**src/rtl/seg_serial_disp.sv**
```systemverilog
`default_nettype none
// ============================================================================
// Module   : seg_serial_disp
// Purpose  : Serial driver for a chain of shift-register seven-segment digits.
//            Builds one byte per digit (hex decode or raw pattern, decimal
//            point, blanking, leading-zero suppression), snapshots the whole
//            frame, then clears the chain, shifts the frame out MSB-first and
//            pulses frame_done. Frames are requested by a free-running refresh
//            timer or by force_update.
// Revision : 1.0 - initial release
// ----------------------------------------------------------------------------
// Ports
//   clk          in   clock
//   rst          in   synchronous active-high reset
//   data         in   4*DIGITS  hex nibble per digit, digit i = data[4i+3:4i]
//   raw          in   8*DIGITS  raw pattern per digit {a,b,c,d,e,f,g,p}, 1 = lit
//   mode         in   0 = hex decode, 1 = raw
//   dp_mask      in   DIGITS    1 lights the point of digit i
//   blank_mask   in   DIGITS    1 forces digit i fully dark
//   lz_blank     in   hex mode: suppress leading zero digits
//   force_update in   request a frame
//   segclk       out  shift clock to the chain (chain samples on rising edge)
//   segclrn      out  chain clear, active-low
//   segsout      out  serial data
//   segen        out  display enable (low while a frame is being loaded)
//   busy         out  frame in progress
//   frame_done   out  one-cycle pulse at the end of each frame
// ============================================================================
module seg_serial_disp #(
  parameter int DIGITS     = 8,     // at least 2
  parameter int CLK_DIV    = 1024,  // refresh period, longer than one frame
  parameter int SCLK_HALF  = 2,     // clk cycles per segclk half-period, >= 1
  parameter int ACTIVE_LOW = 1      // 1: lit segment is shifted as 0
) (
  input  logic                  clk,
  input  logic                  rst,
  input  logic [4*DIGITS-1:0]   data,
  input  logic [8*DIGITS-1:0]   raw,
  input  logic                  mode,
  input  logic [DIGITS-1:0]     dp_mask,
  input  logic [DIGITS-1:0]     blank_mask,
  input  logic                  lz_blank,
  input  logic                  force_update,
  output logic                  segclk,
  output logic                  segclrn,
  output logic                  segsout,
  output logic                  segen,
  output logic                  busy,
  output logic                  frame_done
);

  localparam int c_BITS   = 8 * DIGITS;
  localparam int c_TMR_W  = $clog2(CLK_DIV);
  localparam int c_BIT_W  = $clog2(c_BITS);
  localparam int c_CNT_W  = $clog2(2 * SCLK_HALF) + 1;

  localparam logic [c_TMR_W-1:0] c_TMR_LAST  = c_TMR_W'(CLK_DIV - 1);
  localparam logic [c_BIT_W-1:0] c_BIT_LAST  = c_BIT_W'(c_BITS - 1);
  localparam logic [c_CNT_W-1:0] c_HALF_LAST = c_CNT_W'(SCLK_HALF - 1);
  localparam logic [c_CNT_W-1:0] c_CLR_LAST  = c_CNT_W'(2 * SCLK_HALF - 1);

  typedef enum logic [1:0] {
    S_IDLE  = 2'd0,
    S_CLR   = 2'd1,
    S_SHIFT = 2'd2,
    S_LATCH = 2'd3
  } state_t;

  // --------------------------------------------------------------------------
  // Hex nibble to abcdefg (a = MSB)
  // --------------------------------------------------------------------------
  function automatic logic [6:0] f_hex(input logic [3:0] nib);
    case (nib)
      4'h0:    f_hex = 7'h7E;
      4'h1:    f_hex = 7'h30;
      4'h2:    f_hex = 7'h6D;
      4'h3:    f_hex = 7'h79;
      4'h4:    f_hex = 7'h33;
      4'h5:    f_hex = 7'h5B;
      4'h6:    f_hex = 7'h5F;
      4'h7:    f_hex = 7'h70;
      4'h8:    f_hex = 7'h7F;
      4'h9:    f_hex = 7'h7B;
      4'hA:    f_hex = 7'h77;
      4'hB:    f_hex = 7'h1F;
      4'hC:    f_hex = 7'h4E;
      4'hD:    f_hex = 7'h3D;
      4'hE:    f_hex = 7'h4F;
      default: f_hex = 7'h47;
    endcase
  endfunction

  // --------------------------------------------------------------------------
  // Frame assembly from the live inputs. Digit 0 lands in the top byte so a
  // plain left shift emits digit 0 first, segment a first.
  // --------------------------------------------------------------------------
  logic [c_BITS-1:0]   w_frame;
  logic [DIGITS-1:1]   w_zero_run;  // this digit and every digit above it is 0

  for (genvar i = 0; i < DIGITS; i++) begin : g_digit
    logic [3:0] w_nib;
    logic [6:0] w_code;
    logic       w_sup;
    logic [7:0] w_byte;

    assign w_nib  = data[4*i +: 4];
    assign w_code = f_hex(w_nib);

    if (i == 0) begin : g_lsd
      // The least significant digit always shows, even when every digit is 0.
      assign w_sup = 1'b0;
    end else begin : g_upper
      if (i == DIGITS - 1) begin : g_top
        assign w_zero_run[i] = (w_nib == 4'h0);
      end else begin : g_mid
        assign w_zero_run[i] = (w_nib == 4'h0) & w_zero_run[i+1];
      end
      assign w_sup = lz_blank & ~mode & w_zero_run[i];
    end

    always_comb begin
      if (blank_mask[i]) begin
        w_byte = 8'h00;
      end else if (mode) begin
        w_byte = {raw[8*i+1 +: 7], raw[8*i] | dp_mask[i]};
      end else begin
        // Suppressed digits lose only a..g; the point still follows dp_mask.
        w_byte = {(w_sup ? 7'h00 : w_code), dp_mask[i]};
      end
    end

    assign w_frame[c_BITS-1-8*i -: 8] = (ACTIVE_LOW != 0) ? ~w_byte : w_byte;
  end

  // --------------------------------------------------------------------------
  // Refresh timer and request flag
  // --------------------------------------------------------------------------
  logic [c_TMR_W-1:0] r_timer;
  logic               r_pending;
  logic               w_req;
  logic               w_snap;

  assign w_req = (r_timer == c_TMR_LAST) | force_update;

  always_ff @(posedge clk) begin
    if (rst) begin
      r_timer <= '0;
    end else if (r_timer == c_TMR_LAST) begin
      r_timer <= '0;
    end else begin
      r_timer <= r_timer + 1'b1;
    end
  end

  // Comes out of reset set so a frame is drawn immediately. A request that
  // coincides with the snapshot is already satisfied by that snapshot, so the
  // clear takes priority.
  always_ff @(posedge clk) begin
    if (rst) begin
      r_pending <= 1'b1;
    end else if (w_snap) begin
      r_pending <= 1'b0;
    end else if (w_req) begin
      r_pending <= 1'b1;
    end
  end

  // --------------------------------------------------------------------------
  // Frame FSM and serialiser
  // --------------------------------------------------------------------------
  state_t             r_state;
  state_t             w_state_nxt;
  logic [c_CNT_W-1:0] r_cnt;
  logic [c_CNT_W-1:0] w_cnt_nxt;
  logic               r_hi;        // current bit is in its segclk-high half
  logic               w_hi_nxt;
  logic [c_BIT_W-1:0] r_bit;
  logic [c_BIT_W-1:0] w_bit_nxt;
  logic [c_BITS-1:0]  r_shadow;
  logic [c_BITS-1:0]  w_shadow_nxt;
  logic               w_shift;

  logic r_segclk, r_segclrn, r_segsout, r_segen, r_busy, r_frame_done;
  logic w_segclk_nxt, w_segclrn_nxt, w_segsout_nxt, w_segen_nxt;
  logic w_busy_nxt, w_frame_done_nxt;

  always_comb begin
    w_state_nxt = r_state;
    w_cnt_nxt   = r_cnt;
    w_hi_nxt    = r_hi;
    w_bit_nxt   = r_bit;
    w_snap      = 1'b0;
    w_shift     = 1'b0;

    case (r_state)
      S_IDLE: begin
        if (r_pending) begin
          w_snap      = 1'b1;
          w_state_nxt = S_CLR;
          w_cnt_nxt   = '0;
        end
      end
      S_CLR: begin
        if (r_cnt == c_CLR_LAST) begin
          w_state_nxt = S_SHIFT;
          w_cnt_nxt   = '0;
          w_hi_nxt    = 1'b0;
          w_bit_nxt   = '0;
        end else begin
          w_cnt_nxt = r_cnt + 1'b1;
        end
      end
      S_SHIFT: begin
        if (r_cnt == c_HALF_LAST) begin
          w_cnt_nxt = '0;
          if (!r_hi) begin
            w_hi_nxt = 1'b1;
          end else begin
            // End of the high half: advance to the next bit while segclk falls.
            w_hi_nxt = 1'b0;
            w_shift  = 1'b1;
            if (r_bit == c_BIT_LAST) begin
              w_state_nxt = S_LATCH;
            end else begin
              w_bit_nxt = r_bit + 1'b1;
            end
          end
        end else begin
          w_cnt_nxt = r_cnt + 1'b1;
        end
      end
      S_LATCH: begin
        w_state_nxt = S_IDLE;
      end
      default: begin
        w_state_nxt = S_IDLE;
      end
    endcase

    if (w_snap) begin
      w_shadow_nxt = w_frame;
    end else if (w_shift) begin
      w_shadow_nxt = {r_shadow[c_BITS-2:0], 1'b0};
    end else begin
      w_shadow_nxt = r_shadow;
    end

    // Outputs are decoded from the next state and stored in flops, so the
    // pins carry a pure state decode without combinational glitches.
    w_segclk_nxt     = 1'b0;
    w_segclrn_nxt    = 1'b1;
    w_segsout_nxt    = 1'b0;
    w_segen_nxt      = 1'b1;
    w_busy_nxt       = 1'b0;
    w_frame_done_nxt = 1'b0;

    case (w_state_nxt)
      S_CLR: begin
        w_segclrn_nxt = 1'b0;
        w_segen_nxt   = 1'b0;
        w_busy_nxt    = 1'b1;
      end
      S_SHIFT: begin
        w_segclk_nxt  = w_hi_nxt;
        w_segsout_nxt = w_shadow_nxt[c_BITS-1];
        w_segen_nxt   = 1'b0;
        w_busy_nxt    = 1'b1;
      end
      S_LATCH: begin
        w_frame_done_nxt = 1'b1;
        w_segen_nxt      = 1'b0;
        w_busy_nxt       = 1'b1;
      end
      default: begin
        w_segen_nxt = 1'b1;
      end
    endcase
  end

  always_ff @(posedge clk) begin
    if (rst) begin
      r_state      <= S_IDLE;
      r_cnt        <= '0;
      r_hi         <= 1'b0;
      r_bit        <= '0;
      r_shadow     <= '0;
      r_segclk     <= 1'b0;
      r_segclrn    <= 1'b1;
      r_segsout    <= 1'b0;
      r_segen      <= 1'b1;
      r_busy       <= 1'b0;
      r_frame_done <= 1'b0;
    end else begin
      r_state      <= w_state_nxt;
      r_cnt        <= w_cnt_nxt;
      r_hi         <= w_hi_nxt;
      r_bit        <= w_bit_nxt;
      r_shadow     <= w_shadow_nxt;
      r_segclk     <= w_segclk_nxt;
      r_segclrn    <= w_segclrn_nxt;
      r_segsout    <= w_segsout_nxt;
      r_segen      <= w_segen_nxt;
      r_busy       <= w_busy_nxt;
      r_frame_done <= w_frame_done_nxt;
    end
  end

  assign segclk     = r_segclk;
  assign segclrn    = r_segclrn;
  assign segsout    = r_segsout;
  assign segen      = r_segen;
  assign busy       = r_busy;
  assign frame_done = r_frame_done;

endmodule
`default_nettype wire
```
**config.mk**
```make
export PLATFORM = sky130hd
export DESIGN_NAME = seg_serial_disp
export DESIGN_NICKNAME = d
export VERILOG_FILES = /design/src/rtl/seg_serial_disp.sv
export SDC_FILE = /design/constraint.sdc
export NUM_CORES = 1
export LEC_CHECK = 0
export ABC_AREA = 0
export BUFFER_PORTS_ARGS = -buffer_cell sky130_fd_sc_hd__buf_2
export CORE_MARGIN = 2
export CORE_UTILIZATION = 45
export CTS_CLUSTER_DIAMETER = 40
export DETAILED_ROUTE_END_ITERATION = 6
export PLACE_DENSITY = 0.73
export SETUP_SLACK_MARGIN = 0.02
export SKIP_LAST_GASP = 1
export SYNTH_ARGS = -nofsm -noshare
export SYNTH_HDL_FRONTEND = slang
export SYNTH_SLANG_ARGS = --single-unit
```
**constraint.sdc**
```tcl
create_clock -name clk -period 2.74 [get_ports clk]
set_input_delay 0.548 -clock clk [delete_from_list [all_inputs] [get_ports clk]]
set_output_delay 0.548 -clock clk [all_outputs]
set_load 0.01 [all_outputs]
```
# Word-level counts from Yosys, hierarchy flattened
# Memory sizes are Yosys's and may differ from the RTL's.
# Cells that the tools add are included.
[totals] register_bits=93 rom_bits=896 inputBits=117 out_inout_bits=6 word_cells=145 mem_count=8
[classes] add_sub_neg=3 n_eq_ne=15 muxes=55 bitwise=33 reduce_logical=17
[memory_table] memory="(no name shown)" depth=16 word_bits=7 rd=1 rd_ports_with_merged_regs=0 write_ports=0 line="73" text="case (nib)"
[memory_table] memory="(no name shown)" depth=16 word_bits=7 rd=1 rd_ports_with_merged_regs=0 write_ports=0 line="73"
[memory_table] memory="(no name shown)" depth=16 word_bits=7 rd=1 rd_ports_with_merged_regs=0 write_ports=0 line="73"
[memory_table] memory="(no name shown)" depth=16 word_bits=7 rd=1 rd_ports_with_merged_regs=0 write_ports=0 line="73"
[memory_table] memory="(no name shown)" depth=16 word_bits=7 rd=1 rd_ports_with_merged_regs=0 write_ports=0 line="73"
[memory_table] memory="(no name shown)" depth=16 word_bits=7 rd=1 rd_ports_with_merged_regs=0 write_ports=0 line="73"
[memory_table] memory="+2 memories"
[op_table] operator="64-bit 2-to-1 mux" count=2
[op_table] operator="8-bit 2-to-1 mux" count=16
[op_table] operator="8-bit inverter" count=8
[op_table] operator="7-bit 2-to-1 mux" count=7
[op_table] operator="4-bit zero test" count=7
[op_table] operator="6-bit 2-to-1 mux" count=4
[op_table] operator="1-bit AND" count=14
[op_table] operator="1-bit 2-to-1 mux" count=14
[op_table] operator="6-bit one-hot mux with 2 select lines" count=1
[op_table] operator="10-bit by 1-bit adder with 10-bit output, second input constant" count=1
[op_table] operator="10-bit == test, second input constant" count=1
[op_table] operator="2-bit 2-to-1 mux" count=5
[op_table] operator="2-bit != test, second input constant" count=5
[op_table] operator="3-bit 2-to-1 mux" count=3
[op_table] operator="1-bit bitwise OR" count=9
[op_table] operator="3-bit one-hot mux with 3 select lines" count=1
[op_table] operator="2-bit == test, second input constant" count=4
[op_table] operator="2-bit one-hot mux with 4 select lines" count=1
[op_table] operator="6-bit by 1-bit adder with 6-bit output, second input constant" count=1
[op_table] operator="6-bit == test, second input constant" count=1
[op_table] operator="2-bit nonzero test" count=3
[op_table] operator="5-bit AND reduction" count=1
[op_table] operator="2-bit by 1-bit == test with 1-bit output, second input constant" count=2
[op_table] operator="2-bit OR reduction" count=2
[op_table] operator="9 further kinds" count=10

# Logic depth before layout (Yosys ltp)
[depth] word_depth=13 mapped_depth=12

# Least setup slack after synthesis
# Ideal clock, no wire load.
[synth_timing] path_type="input to register" startpoint="input data[17]" endpoint="register r_shadow[49]" setup_time_ps=74 arrival_ps=2160 required_ps=2666 slack_ps=506 stages=7 n_path_buf=0 path_cell_list="inv_1 > ha_1 > or3b_4 > or3_4 > nor4b_4 > o211ai_1 > o21ai_0"
[synth_between] elab_chain_cells=11
[synth_lines] element="start: declaration" line="37" text="input logic [4*DIGITS-1:0] data,"
[synth_lines] element="4-bit zero test" line="116" text="assign w_zero_run[i] = (w_nib == 4'h0) & w_zero_run[i+1];"
[synth_lines] element="1-bit AND (4 in a row)" line="116"
[synth_lines] element="1-bit AND" line="118" text="assign w_sup = lz_blank & ~mode & w_zero_run[i];"
[synth_lines] element="7-bit 2-to-1 mux" line="128" text="w_byte = {(w_sup ? 7'h00 : w_code), dp_mask[i]};"
[synth_lines] element="8-bit 2-to-1 mux" line="124" text="end else if (mode) begin"
[synth_lines] element="8-bit 2-to-1 mux" line="122" text="if (blank_mask[i]) begin"
[synth_lines] element="8-bit inverter" line="132" text="assign w_frame[c_BITS-1-8*i -: 8] = (ACTIVE_LOW != 0) ? ~w_byte : w_byte;"
[synth_lines] element="64-bit 2-to-1 mux" line="240" text="if (w_snap) begin"
[synth_lines] element="end signal: assignment" line="298" text="r_shadow <= w_shadow_nxt;"
[synth_lines] element="end: declaration" line="179" text="logic [c_BITS-1:0] r_shadow;"
# Every way passes these cells.
# A chain may end at the register's enable or synchronous reset.

# Worst setup path in the final report
[layout_timing] startpoint="register r_cnt[1]" endpoint="register r_shadow[2]"
[layout_between] elab_chain_cells=4
[layout_lines] element="start: declaration" line="173" text="logic [c_CNT_W-1:0] r_cnt;"
[layout_lines] element="start signal: assignment" line="295" text="r_cnt <= w_cnt_nxt;"
[layout_lines] element="3-bit by 1-bit == test with 1-bit output" line="214" text="if (r_cnt == c_HALF_LAST) begin"
[layout_lines] element="1-bit 2-to-1 mux" line="214"
[layout_lines] element="1-bit 2-to-1 mux" line="195" text="case (r_state)"
[layout_lines] element="2-bit nonzero test (no line)"
# Every way passes these cells.

==> results.cfg <==
[placement]
dp_slack_ns = 0.0558
postPlaceCellArea_mm2 = 0.00755
io_buffers = 122
hpwl_um = 13700
gp_congestion = 0.856

[critical_path]
crit_path_max_fanout = 15
crit_required_ns = 3.01
r2r-end = r_shadow[2]$_SDFFE_PP0P_
reg2reg_slack_ns = 0.37
arrival_ns = 2.63
endpoint_kind = flop
cp-endpoint = r_shadow[2]$_SDFFE_PP0P_
criticalPathCategory = flop to flop
start_kind = flop
crit_start = r_cnt[1]$_SDFFE_PP0P_
r2r_start = r_cnt[1]$_SDFFE_PP0P_
worstRegToRegCells = 9

[power_and_ir_drop]
p_per_area_mw_per_mm2 = 524
max-vdd-ir-drop_uv = 315
seqPwrFrac = 0.407
p_clk_frac = 0.308
p_int_uw = 2780
pwr-share-comb = 0.285
p_leak_uw = 0.00351
p_sw_frac = 0.324
power.switching_uw = 1330

[global_routing]
met3_usage = 0.0392
grt_pass1_vias = 6183
overflow = 0
top_usage_layer = met2
grt_usage = 0.225
grtUsageMet2 = 0.377
antenna_found_initial = 0
grt_pass1_wl_um = 29700
grt_max_degree = 44
grt_util_met1 = 0.298

[floorplan]
die_w_um = 126
ios = 123
die_h_um = 126
row_count = 44
dieArea_mm2 = 0.0160
core-area_mm2 = 0.0146
start_util = 0.462

[sta]
clock.fmax_mhz = 423
fin_skew_ns = 0.00521
min_period_ns = 2.37
rsz0062_at_grt = no
worst_pin_slew_ns = 0.778
final-max-slew-violation-count = 0
slew_headroom = 0.479
final.setup.tns_ns = 0
setup_viol = 0
hold_viol = 0
fin_crit_sh = 0.863
worst_slack_ns = 0.374

[hold_path]
hp-class = primary input to flop

[synthesis]
postSynthCellCount = 881
synthArstFlopShare = 0
synth_common_cells = nand2_1 (135), a21oi_1 (98), dfxtp_1 (93)
ys_seq_area_frac = 0.276
post_synth.cell_area_avg_um2 = 7.65
synth-edff-count = 0
ys_seq_elements = 93
syn-num-nets = 1050
yosys-top-cells-area = dfxtp_1 (28%), ha_1 (9.7%), nand2_1 (7.5%)
synth_warnings = 0
synth_most_common_cell = nand2_1
yosysTopAreaCell = dfxtp_1
syn-cell-area_mm2 = 0.00674
yosys_most_used_dff = dfxtp_1
synth_cell_types = 66
netlist.area_leader.share = 0.276

[cts]
cts.sinks = 93
clock_latency_ns = 0.35
clock-root-buffer = clkbuf_16
ctsHoldBuffers = 0
cts_tree = yes
htree_num_levels = 3
cts_resized = 0
clock_path_buffers = 2
numCtsBuffers = 9
clk_pin_slew_worst_paths_ns = 0.07
cts_setup_buffers = 0

[layout]
fill_cells = 1366
area_growth_pct = 16.6
nNetsFinal = 1149
drive_gt1_frac = 0.193
design_area_mm2 = 0.00785
diodes = 0

[detailed_routing]
drt-pass1-iter-count = 5
wl_um = 18500
vias_per_cell = 5.89
routedWlPerCell_um = 15.8
drtAntennaViolNets = 0
vias = 6888
post-route-drc-count = 0
drt-initial-drc-count = 496

[run]
cap_violations = 0

[run_status]
status = complete, no violations
per-stage QoR:
step | total power, uW | utilization | hold WS [ns] | std cells
after floorplan | 2470 | - | 0.416 | 881
after global placement | 2830 | 0.518 | 0.434 | 1153
after detailed placement | 2850 | 0.518 | 0.434 | 1153
after CTS | 4110 | 0.538 | 0.413 | 1169
after global routing | 4330 | 0.538 | 0.405 | 1169
final | 4110 | 0.538 | 0.419 | 1169
layout make-up:
| cell class | instances | area [um2] | share of cell area |
|---|---|---|---|
| flip-flops and latches | 93 | 1860 | 0.237 |
| multi-input cells | 684 | 4480 | 0.571 |
| repair buffers | 146 | 803 | 0.102 |
| well taps | 184 | 230 | 0.0293 |
| clock buffers | 10 | 239 | 0.0304 |
| inverters | 46 | 173 | 0.0220 |
| clock inverters | 6 | 61.3 | 0.00781 |
power by group through the flow:
stage          combinational [uW]  sequential (uW)  clock [uW]
2_1_floorplan                 805             1670           0
3_3_place_gp                 1140             1690           0
3_5_place_dp                 1160             1700           0
4_1_cts                      1160             1670        1280
5_1_grt                      1300             1690        1340
6_report                     1170             1670        1270
state kept, by name, summed over array words and instances (netlist names), 2 cells and up:
register / cells
r_cnt: 3
r_bit: 6
r_shadow: 64
r_state: 2
r_timer: 10
worst max-delay path, cell delays in order, from the launching register on:
cell and delay, ns:
dfxtp_1 0.35, inv_1 0.05, ha_1 0.17, nand2b_1 0.14
inv_1 0.06, ha_1 0.20, and2_2 0.33, nor2_1 0.63
a21oi_1 0.15, a211oi_1 0.21
how the worst min path moves through the flow:
stage / start / to / slack [ns] / cells after the start
floorplan: r_shadow[31]$_SDFFE_PP0P_ / r_shadow[31]$_SDFFE_PP0P_ / 0.42 / 2
global placement: r_shadow[10]$_SDFFE_PP0P_ / r_shadow[10]$_SDFFE_PP0P_ / 0.43 / 2
detailed placement: r_shadow[31]$_SDFFE_PP0P_ / r_shadow[31]$_SDFFE_PP0P_ / 0.43 / 2
CTS: raw[55] / r_shadow[15]$_SDFFE_PP0P_ / 0.41 / 2
global route: raw[55] / r_shadow[15]$_SDFFE_PP0P_ / 0.40 / 2
finish: raw[55] / r_shadow[15]$_SDFFE_PP0P_ / 0.42 / 2
kinds of logic after synthesis:
kind of cell | Yosys count | share of synthesized area
buffers and inverters | 104 | 0.0589
DFF | 93 | 0.276
and+or+nand+nor | 298 | 0.204
muxes | 35 | 0.0656
AOI/OAI and AO/OA | 293 | 0.290
xor gates and xnor gates | 6 | 0.00780
adders and majority gates | 52 | 0.0966
layout by cell type (no fill, tap or decap), types with 25 or more instances in the layout:
cell	instances
nor2_1	63
buf_2	122
nand2_1	133
nor3_1	25
inv_1	46
o21ai_0	43
dfxtp_1	93
a21oi_1	98
mux2i_1	25
ha_1	52
layer usage:
metal,vias up,part of all wire
met5,-,0
met4,0,0.020
met3,30,0.053
met2,219,0.48
met1,3225,0.45
li1,3414,-
Note: power is estimated with default switching activity, not from simulation.
